===== config.mk =====
export PLATFORM = sky130hd
export DESIGN_NAME = alu_accumulator
export DESIGN_NICKNAME = d
export VERILOG_FILES = /design/src/rtl/alu_accumulator.sv
export SDC_FILE = /design/constraint.sdc
export NUM_CORES = 1
export LEC_CHECK = 0
export ABC_CLOCK_PERIOD_IN_PS = 2850
export CORE_AREA = 2 2 84 86
export CTS_CLUSTER_DIAMETER = 80
export CTS_CLUSTER_SIZE = 28
export DETAILED_ROUTE_END_ITERATION = 12
export DIE_AREA = 0 0 86 88
export GPL_TIMING_DRIVEN = 0
export PLACE_DENSITY = 0.77
export SLEW_MARGIN = 5
export SYNTH_ARGS = -nofsm -noshare
export SYNTH_HDL_FRONTEND = slang
export SYNTH_SLANG_ARGS = --single-unit

===== constraint.sdc =====
create_clock -name clk -period 2.85 [get_ports clk]
set_input_delay 0.855 -clock clk [delete_from_list [all_inputs] [get_ports clk]]
set_output_delay 0.855 -clock clk [all_outputs]
set_load 0.03 [all_outputs]

===== src/rtl/alu_accumulator.sv =====
// Accumulator front-end for an external combinational ALU: accepts one command,
// drives the ALU for one EXEC cycle, then writes the result back into the accumulator.
module alu_accumulator #(
  parameter int data_width = 16
) (
  input  logic                  clk,
  input  logic                  reset,
  input  logic                  clear,
  input  logic                  in_valid,
  output logic                  in_ready,
  input  logic                  in_load,
  input  logic [3:0]            in_func,
  input  logic [data_width-1:0] in_operand,
  output logic [data_width-1:0] alu_a,
  output logic [data_width-1:0] alu_b,
  output logic [3:0]            alu_func,
  input  logic [data_width-1:0] alu_c,
  input  logic                  alu_overflow,
  output logic [data_width-1:0] acc_out,
  output logic                  out_valid,
  output logic                  ovf_sticky,
  output logic [7:0]            op_count
);

  typedef enum logic {IDLE, EXEC} state_t;

  state_t                state, stateNext;
  logic                  accept;
  logic                  vld_p0;
  logic                  cmdLoad_p0;
  logic [3:0]            cmdFunc_p0;
  logic [data_width-1:0] cmdOperand_p0;
  logic [data_width-1:0] cmdAcc_p0;
  logic [data_width-1:0] acc_p1;
  logic                  vld_p1;
  logic                  ovf_p1;
  logic [7:0]            count_p1;

  function automatic logic [7:0] satInc(input logic [7:0] c);
    return (c == 8'hFF) ? c : c + 8'd1;
  endfunction

  assign in_ready = (state == IDLE) && !clear;
  assign accept   = in_valid && in_ready;
  assign vld_p0   = (state == EXEC) && !clear;

  always_ff @(posedge clk or posedge reset) begin
    if (reset) state <= IDLE;
    else       state <= stateNext;
  end

  always_comb begin
    stateNext = state;
    if (clear) begin
      stateNext = IDLE;
    end else begin
      case (state)
        IDLE:    if (accept) stateNext = EXEC;
        EXEC:    stateNext = IDLE;
        default: stateNext = IDLE;
      endcase
    end
  end

  // Stage p0: command capture; these registers also drive the ALU ports and
  // simply hold between commands so the ALU inputs never toggle outside EXEC.
  always_ff @(posedge clk or posedge reset) begin
    if (reset) begin
      cmdLoad_p0    <= 1'b0;
      cmdFunc_p0    <= '0;
      cmdOperand_p0 <= '0;
      cmdAcc_p0     <= '0;
    end else if (accept) begin
      cmdLoad_p0    <= in_load;
      cmdFunc_p0    <= in_func;
      cmdOperand_p0 <= in_operand;
      cmdAcc_p0     <= acc_p1;
    end
  end

  assign alu_a    = cmdAcc_p0;
  assign alu_b    = cmdOperand_p0;
  assign alu_func = cmdFunc_p0;

  // Stage p1: writeback at the end of EXEC; clear discards the in-flight command.
  always_ff @(posedge clk or posedge reset) begin
    if (reset) begin
      acc_p1   <= '0;
      vld_p1   <= 1'b0;
      ovf_p1   <= 1'b0;
      count_p1 <= '0;
    end else if (clear) begin
      acc_p1   <= '0;
      vld_p1   <= 1'b0;
      ovf_p1   <= 1'b0;
      count_p1 <= '0;
    end else begin
      vld_p1 <= vld_p0;
      if (vld_p0) begin
        acc_p1   <= cmdLoad_p0 ? cmdOperand_p0 : alu_c;
        count_p1 <= satInc(count_p1);
        if (!cmdLoad_p0 && alu_overflow) ovf_p1 <= 1'b1;
      end
    end
  end

  assign acc_out    = acc_p1;
  assign out_valid  = vld_p1;
  assign ovf_sticky = ovf_p1;
  assign op_count   = count_p1;

endmodule


# == Word level (Yosys, flattened, before mapping) ==
# Index checks and enable logic that the tools add are counted.
# Widths: inputs -> output; s select.
# op_classes
n_mux,13
add_sub_neg,1
n_bitwise,1
reduce_logical,10
eq_ne,2
# op_table
op,n
$mux 16,3
$mux 8,3
$add 8x1->8 const B,1
$eq 8x8->1 const B,1
$mux 1,6
$logic_and 1x1->1,4
$reduce_and 2->1,2
$reduce_bool 2->1,2
$logic_not 1->1,2
$ne 2x2->1 const B,1
$pmux 1 s2,1
$not 1->1,1
# word_totals
ff_bits,64
out_inout_bits,63
wordCells,36
inputBits,42

# == Depth between registers and ports, before layout ==
# logic_depth
word_depth,6
depth_mapped,6
mapped_depth_nobuf,4

# == Least setup slack after synthesis ==
# No wires, ideal clock.
# synth_path
kind,input to register
startpoint,input port clear
endpoint,"register cmdAcc_p0[10], in the netlist alu_a[10]"
setup_time_ns,0.125
t_required_ns,2.725
arrival_ns,2.065
setup_slack_ns,0.660
path_buffers,3
stages,6
path_cell_list,buf_6 -> nor2_2 -> and2_4 -> buf_6 -> buf_12 -> mux2_4
# synth_via
elab_chain_len,3
# synth_lines
item,line,rtl
from (decl),8,"input logic clear,"
$logic_not 1->1,43,assign in_ready = (state == IDLE) && !clear;
$logic_and 1x1->1,43,
named net in_ready,10,"output logic in_ready,"
$logic_and 1x1->1,44,assign accept = in_valid && in_ready;
to (signal assigned),77,cmdAcc_p0 <= acc_p1;
to (decl),33,logic [data_width-1:0] cmdAcc_p0;
# The timed path passes the listed nets, and every way through them passes these cells.
# A chain may end at the register's enable or synchronous reset.

# == Worst setup path after layout ==
# layout_path
startpoint,input port clear
endpoint,output port in_ready
# layout_via
elab_chain_len,2
# layout_lines
item,line
$logic_not 1->1,43
$logic_and 1x1->1,43
to (decl),10
# Every way passes these cells.

==> impl_metrics.env <==
export IMPL_status="completed"
export IMPL_timing_final_crit_period_ns=2.62
export IMPL_path_clk_slew_ns=0.07
export IMPL_root_buffer="clkbuf_8"
export IMPL_antenna_found_initial=0
export IMPL_cts_resized=0
export IMPL_ys_seq_area_share_pct=56.7
export IMPL_dpl_cell_count=391
export IMPL_p_leak_nw=1.80
export IMPL_worst_ep_arrival_time_ns=1.77
export IMPL_initial_core_util_pct=42.5
export IMPL_synth_cell_types=34
export IMPL_fin_util_pct=62.4
export IMPL_grt_pass1_vias=2107
export IMPL_synth_top_family_by_area="multiplexers"
export IMPL_cp_cell_sequence="buf_6, nor2_2, clkdlybuf4s50_1"
export IMPL_die_height_um=88
export IMPL_dp_hpwl_um=4860
export IMPL_n_fill_cell=534
export IMPL_top_layer_used="met4"
export IMPL_holdBufCountCts=0
export IMPL_critical_path_slowest_cell="clkdlybuf4s50_1"
export IMPL_rsz0062_at_grt="no"
export IMPL_cts_max_level=3
export IMPL_wl_met3_um=280
export IMPL_die_w_um=86
export IMPL_crit_family="buffers and inverters"
export IMPL_drt_vias_per_instance=5.04
export IMPL_muxShareOfSynthArea_pct=23.7
export IMPL_syn_avg_cell_area_um2=13.6
export IMPL_drt_iter0_markers=60
export IMPL_finalMaxSlewViolations=0
export IMPL_cts_tree="done"
export IMPL_synthAdderAreaFrac_pct=0.443
export IMPL_fin_skew_ns=0.00638
export IMPL_worstHoldPathType="register to register"
export IMPL_total_power_mw=2.59
export IMPL_critPathBufInv=2
export IMPL_wl_met2_um=3450
export IMPL_worstMarginPinSlew_ns=0.778
export IMPL_vdd_ir_drop_worst_mv=0.455
export IMPL_fin_crit_sh_pct=92.0
export IMPL_crit_fanout=10
export IMPL_syn_area_mm2=0.00282
export IMPL_dieArea_mm2=0.00757
export IMPL_critPathLaunchType="input port"
export IMPL_wl_per_cell_um=16.7
export IMPL_final_net_count=365
export IMPL_relSlewSlack_pct=48.1
export IMPL_n_antenna_cell=0
export IMPL_synth_warnings=0
export IMPL_synth_xor_xnor_area_share_pct=0.310
export IMPL_portBuffers=103
export IMPL_grt_ovfl_total=0
export IMPL_grt_max_degree=65
export IMPL_cts_made_buffers=9
export IMPL_cp_required_ns=2.00
export IMPL_slowest_delay_ns=0.68
export IMPL_cts_sinks=64
export IMPL_yosys_area_share_simple_pct=7.18
export IMPL_drc=0
export IMPL_synth_cells=208
export IMPL_grt_util_all_layers_pct=18.4
export IMPL_layout_drive_gt1_share_pct=19.9
export IMPL_hold_viol_final=0
export IMPL_drv_cap=0
export IMPL_ant_nets=0
export IMPL_gp_congestion=0.781
export IMPL_setup_viol=0
export IMPL_fin_cells=406
export IMPL_reg2reg_slack_ns=1.17
export IMPL_vias=2048
export IMPL_clk_latency_ns=0.34
export IMPL_fmax_mhz=381
export IMPL_synth_compound_area_share_pct=7.18
export IMPL_post_cts_buffers=0
export IMPL_dr_pass1_iters=3
export IMPL_syn_num_nets=251
export IMPL_fp_row_count=30
export IMPL_cellPowerDensity_mw_per_mm2=624
export IMPL_max_clock_path_buffers=2
export IMPL_worstSetupPathType="input port to output port"
export IMPL_syn2layout_area_growth_pct=46.8
export IMPL_io_pins=105
export IMPL_ys_ff_latch=64
export IMPL_wl_um=6780
export IMPL_drt_met1_wl_um=2970
export IMPL_grt_pass1_wl_um=10700
export IMPL_worst_setup_path_end_kind="output port"
export IMPL_whs_ns=0.511
export IMPL_core_area_mm2=0.00664
-- final timing paths --
check / from / endpoint / cells after the start
min reg2reg: alu_a[14] / alu_a[14] / 1
min in group asynchronous: reset / out_valid / 2
max reg2reg: op_count[0] / op_count[0] / 4
max in group asynchronous: reset / alu_b[6] / 2
max: clear / in_ready / 3
min: alu_a[14] / alu_a[14] / 1
-- worst register-to-register path: cells and delay by family, from the launching register on --
family | cells | cell delay [ns]
mux | 1 | 0.37
compound gates | 1 | 0.26
flops | 1 | 0.45
fa+ha+maj | 1 | 0.27
simple gates | 1 | 0.20
-- layout make-up --
cell class / instances / area [um^2] / share of cell area (%)
flip-flops and latches: 64 / 1600 / 38.6
multi-input cells: 127 / 1100 / 26.4
repair buffers: 103 / 1030 / 24.9
clock buffers: 12 / 145 / 3.50
plain buffers: 14 / 114 / 2.75
well taps: 80 / 100 / 2.42
clock inverters: 3 / 42.5 / 1.03
inverters: 3 / 13.8 / 0.332
-- stage by stage --
step	instance area (um^2)	TNS (ns)	setup WS [ns]
finish	4140	0	0.228
global route	4140	0	0.199
CTS	4140	0	0.227
detailed placement	3960	0	0.228
global placement	3950	-45.35	-0.712
floorplan	2820	0	0.397
-- where the power goes --
part           internal, mW  switching [mW]  total (mW)
registers              1.01          0.0732        1.08
logic                 0.364           0.374       0.738
clock network         0.423           0.342       0.765
-- cells in the final DEF, fill, tap and decap left out, types with 2 or more instances in the layout --
cell type	Yosys	routed
a31oi_1	4	4
and3_1	2	2
nand3_1	2	2
buf_6	2	2
inv_1	3	2
a211oi_1	16	16
buf_2	5	5
dfrtp_1	64	64
nor2_1	19	19
o21ai_0	2	2
buf_12	2	2
a311oi_1	2	2
nand4_1	2	2
buf_4	2	2
mux2i_1	17	17
nor2b_1	3	3
mux2_2	19	19
nand2_1	7	7
mux2_4	19	19
clkdlybuf4s50_1	0	103
clkbuf_8	0	10
clkbuf_1	2	4
-- kinds of logic (layout without fill, tap and decap cells) --
logic type	Yosys count	in the layout
AOI/OAI and AO/OA	28	28
xor gates and xnor gates	1	1
adders and majority gates	1	1
buffers and inverters	17	135
DFF	64	64
muxes	55	55
and+or+nand+nor	42	42
-- sequential cells by signal, indices dropped and copies added (netlist names) --
signal      count
acc_out        16
state           1
alu_b          16
out_valid       1
cmdLoad_p0      1
ovf_sticky      1
alu_func        4
op_count        8
alu_a          16
-- routing by layer --
| layer | up-vias | global-route usage, % |
|---|---|---|
| li1 | 969 | - |
| met1 | 1012 | 24.0 |
| met2 | 57 | 30.7 |
| met3 | 10 | 3.77 |
| met4 | 0 | 6.06 |
| met5 | - | 0 |
-- synthesized netlist by cell type (all sizes together) --
cell type	number	area, um^2
dfrtp	64	1600
mux2	38	499
nor2	20	77.6
mux2i	17	170
a211oi	16	120
buf	12	106
nand2	7	26.3
a31oi	4	25.0
inv	3	11.3
nor2b	3	18.8
a311oi	2	17.5
and3	2	12.5
clkbuf	2	7.51
nand3	2	10.0
nand4	2	12.5
o21ai	2	10.0
a21boi	1	7.51
a21oi	1	5.00
and2	1	8.76
and4	1	8.76
ha	1	12.5
nor3	1	5.00
nor4b	1	8.76
o311ai	1	8.76
o41ai	1	8.76
or3	1	6.26
or4	1	7.51
xor2	1	8.76
Power figures use the tool's default switching activity.
